==> src/rtl/instr_fetch_unit.sv <==
// instr_fetch_unit
// Holds the word-addressed PC, issues one read at a time to a fixed-latency
// instruction memory, presents the returned word to the decode/branch stage
// and latches the branch stage's next PC when that instruction retires.
// A fetched word whose opcode equals HALT_OPCODE parks the unit until reset.
module instr_fetch_unit #(
    parameter int unsigned MEM_LAT     = 1,
    parameter logic [5:0]  HALT_OPCODE = 6'b111111
) (
    input  logic        clock,
    input  logic        reset,
    input  logic [31:0] pc_next,
    input  logic        stall,
    input  logic [31:0] imem_rdata,
    output logic [31:0] imem_addr,
    output logic        imem_rd_en,
    output logic [31:0] pc_out,
    output logic [31:0] instr,
    output logic        instr_valid,
    output logic        halted,
    output logic [31:0] retire_count
);

    typedef enum logic [2:0] {
        IDLE  = 3'd0,
        ISSUE = 3'd1,
        WAIT  = 3'd2,
        EXEC  = 3'd3,
        HALT  = 3'd4
    } state_t;

    // Latency fits in three bits because the memory latency is at most 7.
    localparam logic [2:0] LAT_LOAD = 3'(MEM_LAT);

    state_t     state;
    state_t     state_next;
    logic [2:0] lat_cnt;
    logic       load_cnt;
    logic       capture;
    logic       retire;
    logic       is_halt_word;

    assign is_halt_word = (imem_rdata[31:26] == HALT_OPCODE);

    // State register; reset abandons whatever fetch was in flight.
    always_ff @(posedge clock) begin
        if (reset) begin
            state <= IDLE;
        end else begin
            state <= state_next;
        end
    end

    // Next-state decode plus the one-cycle strobes that steer the datapath.
    always_comb begin
        state_next = state;
        imem_rd_en = 1'b0;
        load_cnt   = 1'b0;
        capture    = 1'b0;
        retire     = 1'b0;
        case (state)
            IDLE: begin
                state_next = ISSUE;
            end
            ISSUE: begin
                imem_rd_en = 1'b1;
                load_cnt   = 1'b1;
                state_next = WAIT;
            end
            WAIT: begin
                if (lat_cnt == 3'd1) begin
                    capture    = 1'b1;
                    state_next = is_halt_word ? HALT : EXEC;
                end
            end
            EXEC: begin
                if (!stall) begin
                    retire     = 1'b1;
                    state_next = ISSUE;
                end
            end
            HALT: begin
                state_next = HALT;
            end
            default: begin
                state_next = IDLE;
            end
        endcase
    end

    // Counts the cycles until the outstanding read data is due on imem_rdata.
    always_ff @(posedge clock) begin
        if (reset) begin
            lat_cnt <= 3'd0;
        end else if (load_cnt) begin
            lat_cnt <= LAT_LOAD;
        end else if (state == WAIT && lat_cnt != 3'd0) begin
            lat_cnt <= lat_cnt - 3'd1;
        end
    end

    // PC, captured instruction, valid flag and retire counter; a halt word is
    // still loaded into instr but never marked valid.
    always_ff @(posedge clock) begin
        if (reset) begin
            pc_out       <= 32'd0;
            instr        <= 32'd0;
            instr_valid  <= 1'b0;
            retire_count <= 32'd0;
        end else begin
            if (capture) begin
                instr       <= imem_rdata;
                instr_valid <= !is_halt_word;
            end
            if (retire) begin
                pc_out       <= pc_next;
                retire_count <= retire_count + 32'd1;
                instr_valid  <= 1'b0;
            end
        end
    end

    assign imem_addr = pc_out;
    assign halted    = (state == HALT);

endmodule

==> config.mk <==
export PLATFORM = sky130hd
export DESIGN_NAME = instr_fetch_unit
export DESIGN_NICKNAME = d
export VERILOG_FILES = /design/src/rtl/instr_fetch_unit.sv
export SDC_FILE = /design/constraint.sdc
export NUM_CORES = 1
export LEC_CHECK = 0
export CORE_MARGIN = 2
export CORE_UTILIZATION = 37
export DETAILED_ROUTE_END_ITERATION = 10
export PLACE_DENSITY = 0.77
export SLEW_MARGIN = 20
export SYNTH_ARGS = -nofsm -noshare
export SYNTH_HDL_FRONTEND = slang
export SYNTH_SLANG_ARGS = --single-unit
==> constraint.sdc <==
create_clock -name clock -period 2.2 [get_ports clock]
set_clock_uncertainty 0.15 [all_clocks]
set_input_delay 0.44 -clock clock [delete_from_list [all_inputs] [get_ports clock]]
set_output_delay 0.44 -clock clock [all_outputs]
set_load 0.02 [all_outputs]
==> flow_results.org, run 1 <==
** Floorplan
- Measured along the x axis, the die boundary spans 111.4 um.
- Once the floorplan was initialized, standard cells occupied 37.71% of the core.
- Floorplan core area :: 11320 um^2
- The die covers 12410 um^2.
- Pin placement for this block handled 198 I/O pins.
- Vert. Die Dim :: 111.4 um
- Number of core rows :: 39

** Clocking
- Counting every sink on the clock net gives 103.
- The tree is rooted in a sky130_fd_sc_hd__clkbuf_16.
- Clock tree from TritonCTS :: done
- Hold Buf Count CTS :: 0
- In this run the number of H-tree levels came out at 3.
- Buffers from clock root to sink, at most :: 2
- Clock Latency Late Sink :: 0.33 ns
- Clock-pin slew was measured on the worst setup and hold paths at 0.07 ns.
- CTS buffer count :: 9

** Pwr
- Net switching power of the design :: 908.1 uW
- Total Power Consumption :: 3894 uW
- Cell internal power was estimated by the tool at 2986 uW.
- For this design the ratio of total power to cell area is 583.0 nW/um^2.
- Registers are responsible for 49.7% of the overall power.
- Sw Ratio :: 23.32%
- Maximum VDD drop :: 0.4399 mV
- For this design the static power due to leakage is 0.002184 uW.
- The clock network is responsible for 38.3% of the overall power.
- Combinational logic burns 12.0% of the power.

** Synth
- Sequential cell area fraction in the yosys report :: 48.30%
- Gate count after technology mapping :: 532
- Yosys warnings :: 0
- Synthesized net count :: 603
- Post-Syn Area :: 4269 um^2
- The average instance in the mapped netlist occupies 8.025 um^2.
- Synth unique cells :: 32
- After synthesis the netlist holds a flip-flop and latch count of 103.

** Worst setup path
- The setup check on the worst reg-to-reg path leaves a slack of 0.06 ns.
- The critical path is of the flip-flop to flip-flop type.
- Traced cell by cell, the critical path runs through buf_4 -> nand4_1 -> or4_4 -> buf_8 -> or4_1 -> a21oi_1.
- Endpoint of the lowest-slack register-to-register path :: retire_count[31]
- STA classifies the critical path startpoint as a flip-flop.
- Reg2Reg Launch Point :: retire_count[0]
- Buffering stage count on the worst path with inverters included :: 2
- Data required time of the critical path :: 2.32 ns
- Cell with the largest stage delay on the worst path :: sky130_fd_sc_hd__or4_4
- For the worst setup path, the data arrival time is 2.26 ns.
- Family with the most delay on the worst path :: simple AND/OR/NAND/NOR gates
- Counting cells, the worst reg-to-reg path comes to 6.
- STA classifies the critical path endpoint as a flip-flop.
- Delay of the slowest cell on the worst path :: 0.57 ns
- In this run the worst path has a maximum fanout of 9.

** Hold path
- The worst hold path passes through 2 cells.
- Worst hold endpoint :: instr[20]
- The worst hold path begins at instr[20].
- In this run the worst hold path is classified as flip-flop to flip-flop.

** STA
- The number of pins exceeding their max-slew limit in the final report was 0.
- The final number of hold-violating endpoints came to 0.
- Fin crit period :: 2.144 ns
- The final critical path takes up 97.46% of the cycle.
- WHS :: 0.3013 ns
- Setup repair after global routing could not meet its margin everywhere.
- Headroom to the max-slew limit came out at 69.86%.
- Fmax :: 466.4 MHz
- Actual transition at the worst max-transition pin :: 0.4522 ns
- Setup violations remaining at the end of the flow were counted as 0.

** Global routing
- Global-route wire length before repair :: 19.30 mm
- For this run the aggregate overflow at the end of global routing stands at 0.
- Number of antenna violations at the first check in global routing :: 0
- Largest net degree at the start of global routing :: 52
- Across every metal layer, demand over resource in global routing totals 18.43%.
- Vias in the first global route :: 4027

** Cells and area
- Number of nets in the layout :: 781
- 0 antenna diodes ended up in the layout.
- Leaving out fill and tap cells, the most frequent cells in the layout are sky130_fd_sc_hd__clkdlybuf4s50_1, sky130_fd_sc_hd__nand2_1, sky130_fd_sc_hd__dfxtp_1, sky130_fd_sc_hd__a21oi_1, sky130_fd_sc_hd__buf_4.
- Synthesis-to-layout area growth :: 56.45%
- Cells with a size suffix above 1 make up 8.811% of the layout.
- Leaving out fill and tap cells, the most frequent cell in the layout is sky130_fd_sc_hd__clkdlybuf4s50_1.

** Route
- After detailed routing, the number of remaining DRC violations is 0.
- The routed design has 11.91 mm of wire.
- Count of antenna-violating nets left after detailed routing :: 0
- After detailed routing, the average wire length per cell comes to 13.88 um.
- Number of search-and-repair iterations in the first detailed-routing pass :: 4
- Via density :: 4.962
- After the first detailed-routing iteration, the DRC count stood at 232.
- The detailed router placed 4257 vias in this run.

** Placement
- Number of buffers inserted by port buffering :: 197
- The congestion estimate from routability-driven global placement came to 0.7805.
- HPWL reported at the end of detailed placement :: 8.743 mm

** Outcome
- Status :: complete, no violations

** Flow run
- The tool flagged a number of max-cap violations equal to 0.
-- registers in the layout (all words and copies together) (netlist names) --
| signal | count |
|---|---|
| imem_addr | 32 |
| retire_count | 32 |
| lat_cnt | 3 |
| state | 3 |
| instr | 32 |
| instr_valid | 1 |
-- Yosys cell counts --
cell type,count,area [um^2]
sky130_fd_sc_hd__a2111oi_0,4,35.03
sky130_fd_sc_hd__a211oi_1,1,7.510
sky130_fd_sc_hd__a21oi_1,89,445.4
sky130_fd_sc_hd__and2_1,1,6.260
sky130_fd_sc_hd__and3_1,2,12.51
sky130_fd_sc_hd__and4_1,3,26.28
sky130_fd_sc_hd__buf_1,2,7.510
sky130_fd_sc_hd__buf_2,1,5.000
sky130_fd_sc_hd__buf_4,32,240.2
sky130_fd_sc_hd__clkbuf_1,27,101.4
sky130_fd_sc_hd__clkbuf_2,1,5.000
sky130_fd_sc_hd__dfxtp_1,103,2062
sky130_fd_sc_hd__ha_1,4,50.05
sky130_fd_sc_hd__inv_1,9,33.78
sky130_fd_sc_hd__nand2_1,146,548.0
sky130_fd_sc_hd__nand2b_1,2,12.51
sky130_fd_sc_hd__nand3_1,9,45.04
sky130_fd_sc_hd__nand3b_1,1,7.510
sky130_fd_sc_hd__nand4_1,9,56.30
sky130_fd_sc_hd__nand4bb_2,1,16.27
sky130_fd_sc_hd__nor2_1,11,41.29
sky130_fd_sc_hd__nor3_1,6,30.03
sky130_fd_sc_hd__nor3b_1,3,22.52
sky130_fd_sc_hd__nor4_1,1,6.260
sky130_fd_sc_hd__nor4bb_1,1,10.01
sky130_fd_sc_hd__o21ai_0,14,70.07
sky130_fd_sc_hd__o21ba_2,1,10.01
sky130_fd_sc_hd__o31ai_1,11,82.58
sky130_fd_sc_hd__or3_1,13,81.33
sky130_fd_sc_hd__or4_1,15,112.6
sky130_fd_sc_hd__xnor2_1,7,61.31
sky130_fd_sc_hd__xor2_1,2,17.52
-- worst max path at each step --
stage,slack [ns],from,cells after the start,endpoint
CTS,-0.004,stall,6,retire_count[31]
global placement,-0.62,stall,6,retire_count[31]
finish,0.06,retire_count[0],6,retire_count[31]
detailed placement,-0.67,stall,6,retire_count[31]
global route,-0.04,retire_count[1],6,retire_count[31]
floorplan,0.001,retire_count[3],5,retire_count[20]
-- power groups by stage --
stage	Clock [uW]	Sequential (uW)	Combinational [uW]
floorplan	0	2010	172
global placement	0	1970	462
detailed placement	0	1980	472
CTS	1550	1930	475
global route	1620	1940	507
finish	1490	1930	468
-- cell type report --
class | count | area [um^2]
Multi-Input combinational cell | 357 | 1863
Clock buffer | 12 | 256.5
Timing Repair Buffer | 230 | 2247
Clock inverter | 4 | 31.28
Tap cell | 143 | 178.9
Inverter | 9 | 33.78
Sequential cell | 103 | 2068
Fill cell | 1044 | 4642
-- logic make-up after synthesis --
kind of cell,after synthesis,synth area share [%]
AND/OR/NAND/NOR,224,24.24
XOR/XNOR,9,1.847
adder cells (fa/ha/maj),4,1.172
flip-flops,103,48.30
AO/OA/AOI/OAI,120,15.24
buffers and inverters,72,9.203
-- worst register-to-register path, cell delays in order (launching register included) --
cell	delay (ns)
sky130_fd_sc_hd__dfxtp_4	0.35
sky130_fd_sc_hd__buf_4	0.12
sky130_fd_sc_hd__nand4_1	0.10
sky130_fd_sc_hd__or4_4	0.57
sky130_fd_sc_hd__buf_8	0.15
sky130_fd_sc_hd__or4_1	0.50
sky130_fd_sc_hd__a21oi_1	0.14
-- timing repair --
action / 4_1_cts / 5_1_grt
endpoints found under the setup margin: 25 / 16
resized for setup: 9 / 7
pin swaps: 2 / 6
hold endpoints to repair: 0 / 0
buffers inserted: 0 / 2
gates cloned: 0 / 1
-- metal layers --
| layer | global-route usage, % | vias to the layer above | wire length [um] |
|---|---|---|---|
| met4 | 4.774 | 0 | 140 |
| met1 | 22.01 | 1969 | 4905 |
| li1 | - | 2138 | - |
| met3 | 5.498 | 13 | 745 |
| met2 | 32.48 | 137 | 6113 |
| met5 | 0 | - | 0 |
-- stage by stage --
| stage | util [%] | setup slack (ns) | TNS [ns] | std cells | cell area [um^2] |
|---|---|---|---|---|---|
| 5_1_grt | 59.00 | -0.03763 | -0.05739 | 858 | 6679 |
| 2_1_floorplan | - | 0.001185 | 0 | 532 | 4283 |
| 3_3_place_gp | 55.86 | -0.6247 | -11.04 | 839 | 6324 |
| 4_1_cts | 58.63 | -0.004499 | -0.004499 | 855 | 6638 |
| 3_5_place_dp | 55.86 | -0.6707 | -12.08 | 839 | 6324 |
| 6_report | 59.00 | 0.05581 | 0 | 858 | 6679 |
No activity file was read; power rests on OpenSTA's default activity.
==> run 2: changes to the inputs <==
--- a/config.mk
+++ b/config.mk
@@ -5,7 +5,6 @@
 export SDC_FILE = /design/constraint.sdc
 export NUM_CORES = 1
 export LEC_CHECK = 0
-export CORE_MARGIN = 2
 export CORE_UTILIZATION = 37
 export DETAILED_ROUTE_END_ITERATION = 10
 export PLACE_DENSITY = 0.77
==> flow_results.org, run 2 (synthesized netlist as in run 1, its figures left out) <==
** Outcome
- The flow ran to the end, and the final reports show no timing, DRC or antenna violations.

** Clocking
- Hold Buf Count CTS :: 0 (unchanged)
- H-tree level count :: 3 (unchanged)
- Clk slew on worst S/H paths :: 0.07 ns (about the same)
- CTS buffer count :: 9 (unchanged)
- TritonCTS built the clock tree.
- The later-pin clock latency in the skew report is 0.33 ns (about the same).
- CTS root buf :: sky130_fd_sc_hd__clkbuf_16
- The clock tree buffer depth is 2 (unchanged).
- Sink count of the clock tree :: 103 (unchanged)

** Pwr
- The portion of total power attributed to sequential cells is 49.8% (about the same).
- The internal power of the cells is 2954 uW (-1.1%).
- Leakage Power :: 0.002156 uW (-1.3%)
- P per Cell Area :: 584.6 nW/um^2 (+0.28%)
- The highest ir drop seen on vdd was 0.3196 mV (-27%).
- Net switching power of the design :: 924.1 uW (+1.8%)
- The switching power as a share of total power was 23.83% (+0.50 points).
- Relative contribution of the clock network to total power :: 38.1% (-0.2 points)
- The power share of the combinational group was 12.0% (about the same).

** Route
- Post-detailed-route wirelength per cell :: 13.75 um (-0.87%)
- Sum of met2 wire segment lengths after detailed routing :: 5.981 mm (-2.2%)
- The detailed-routing iteration count for the pre-antenna-repair pass came to 5 (+1).
- Count of antenna-violating nets left after detailed routing :: 0 (unchanged)
- The starting DRC count in detailed routing is 262 (+13%).
- The highest layer touched by signal routing is met4.
- The routed wire length on met3 is 893 um (+20%).
- The via-per-instance ratio is 5.106 (+2.9%).
- Routed wire length :: 11.73 mm (-1.4%)
- The wire length on met1 came to 4.741 mm (-3.3%).
- The via count is 4355 (+2.3%).
- DRC Markers :: 0 (unchanged)

** Worst setup path
- Reg2Reg Launch Point :: retire_count[3]
- Crit-path max FO :: 16 (+7)
- The worst setup path is launched from a flip-flop.
- The most critical setup path has its startpoint at retire_count[3].
- STA classifies the critical path endpoint as a flip-flop.
- Endpoint of the lowest-slack register-to-register path :: retire_count[31]
- The reg2reg setup slack is 0.09 ns (+0.03 ns).
- Worst Setup Path Type :: flip-flop to flip-flop
- Endpoint of the worst setup timing path :: retire_count[31]
- The number of cells on the worst reg-to-reg path came to 5 (-1).
- The data required time at the worst endpoint is 2.32 ns (about the same).
- Critical path data arrival time :: 2.23 ns (-0.03 ns)

** Global routing
- Vias in the first global route :: 4127 (+2.5%)
- The global-route congestion overflow total is 0 (unchanged).
- Global-route wire length before repair :: 18.57 mm (-3.8%)
- Number of antenna violations at the first check in global routing :: 0 (unchanged)
- The all-layer global routing usage was 19.28% (+0.85 points).
- The maximum number of pins on one net before global-route repair came to 60 (+15%).

** STA
- The actual slew at the worst max-slew pin came to 0.4902 ns (+0.03803 ns).
- The final number of hold-violating endpoints came to 0 (unchanged).
- Setup repair after global routing left no endpoint under its margin.
- The share of the cycle needed by the critical path after routing was 95.90% (-1.6 points).
- The count of final setup violators is 0 (unchanged).
- Max-slew violations :: 0 (unchanged)
- The worst max-slew margin expressed relative to the limit is 67.32% (-2.5 points).
- WHS :: 0.3035 ns (+0.002139 ns)
- Fmax :: 474.0 MHz (+1.6%)
- The final critical-path required period was 2.110 ns (-0.03430 ns).

** Cells and area
- The number of inserted filler cells in the final layout was 982 (-5.9%).
- N_diodes :: 0 (unchanged)
- Most common cell after layout, fill and taps aside :: sky130_fd_sc_hd__clkdlybuf4s50_1
- From synthesis to final layout, the design area changed by 55.39%.
- Share of the core filled with cells in the final layout :: 60.14% (+1.1 points)
- Commonest cells after routing, fill and taps aside :: sky130_fd_sc_hd__clkdlybuf4s50_1, sky130_fd_sc_hd__nand2_1, sky130_fd_sc_hd__dfxtp_1, sky130_fd_sc_hd__a21oi_1, sky130_fd_sc_hd__buf_4
- The final layout net count came to 779 (-0.26%).
- Share of cells above drive strength 1 :: 8.836% (+0.025 points)

** Flow run
- Number of max-cap violations :: 0 (unchanged)

** Placement
- Number of buffers inserted by port buffering :: 197 (unchanged)
- HPWL reported at the end of detailed placement :: 8.536 mm (-2.4%)
- The final weighted congestion in routability-driven placement is 0.7916 (+1.4%).

** Hold path
- The worst hold path belongs to the class flip-flop to flip-flop.

** Floorplan
- Num ports :: 198 (unchanged)
- The height of the chip came to 109.4 um (-1.8%).
- The initial core utilization came to 38.70% (+0.99 points).
- The die extent in x was 109.4 um (-1.8%).
- Die outline area :: 11970 um^2 (-3.6%)
- Floorplan core area :: 11030 um^2 (-2.6%)
- Number of core rows :: 38 (-2.6%)
run 2: critical path, cell delays in order (launching register included):
cell and delay, ns:
sky130_fd_sc_hd__dfxtp_1 0.35, sky130_fd_sc_hd__nand4_1 0.19, sky130_fd_sc_hd__or4_4 0.56, sky130_fd_sc_hd__buf_6 0.16, sky130_fd_sc_hd__or4_1 0.50, sky130_fd_sc_hd__a21oi_1 0.14
run 2: final cells by class:
type | count | area [um^2] | share of cell area [%]
timing repair buffer | 228 | 2207 | 33.27
sequential | 103 | 2069 | 31.20
multi-input combinational | 357 | 1871 | 28.20
clock buffer | 12 | 246.5 | 3.716
tap | 140 | 175.2 | 2.641
inverter | 9 | 33.78 | 0.5092
clock inverter | 4 | 31.28 | 0.4715
run 2: power groups by stage:
stage / clock, uW / combinational, uW / sequential [uW]
floorplan: 0 / 172 / 2010
global placement: 0 / 461 / 1970
detailed placement: 0 / 470 / 1970
CTS: 1530 / 472 / 1930
global route: 1600 / 505 / 1940
finish: 1480 / 467 / 1930
run 2: per-layer routing:
layer / track usage, % / up-vias
li1: - / 2142
met1: 22.09 / 2034
met2: 35.04 / 166
met3: 5.928 / 13
met4: 4.190 / 0
met5: 0 / -
run 2: how the worst min path moves through the flow:
| stage | end | cells after the start | slack, ns | start |
|---|---|---|---|---|
| 3_5_place_dp | instr[10] | 2 | 0.30 | instr[10] |
| 6_report | instr[10] | 2 | 0.30 | instr[10] |
| 3_3_place_gp | instr[22] | 2 | 0.29 | instr[22] |
| 4_1_cts | instr[27] | 2 | 0.31 | instr[27] |
| 2_1_floorplan | lat_cnt[1] | 2 | 0.33 | lat_cnt[1] |
| 5_1_grt | instr[22] | 2 | 0.33 | instr[22] |
run 2: stage by stage:
step | setup TNS [ns] | power, uW | cells | worst slack [ns] | cell area (um^2)
2_1_floorplan | 0 | 2186 | 532 | 0.001185 | 4283
3_3_place_gp | -10.97 | 2434 | 835 | -0.6293 | 6312
3_5_place_dp | -12.57 | 2445 | 835 | -0.6506 | 6312
4_1_cts | 0 | 3936 | 853 | 0.002304 | 6624
5_1_grt | 0 | 4042 | 853 | 0.01824 | 6634
6_report | 0 | 3878 | 853 | 0.09011 | 6634
run 2: what timing repair did:
item | in CTS | in global routing
resized for setup | 7 | 11
pin swaps | 1 | 6
endpoints found under the setup margin | 25 | 16
buffers inserted | 2 | 1
hold endpoints to repair | 0 | 0
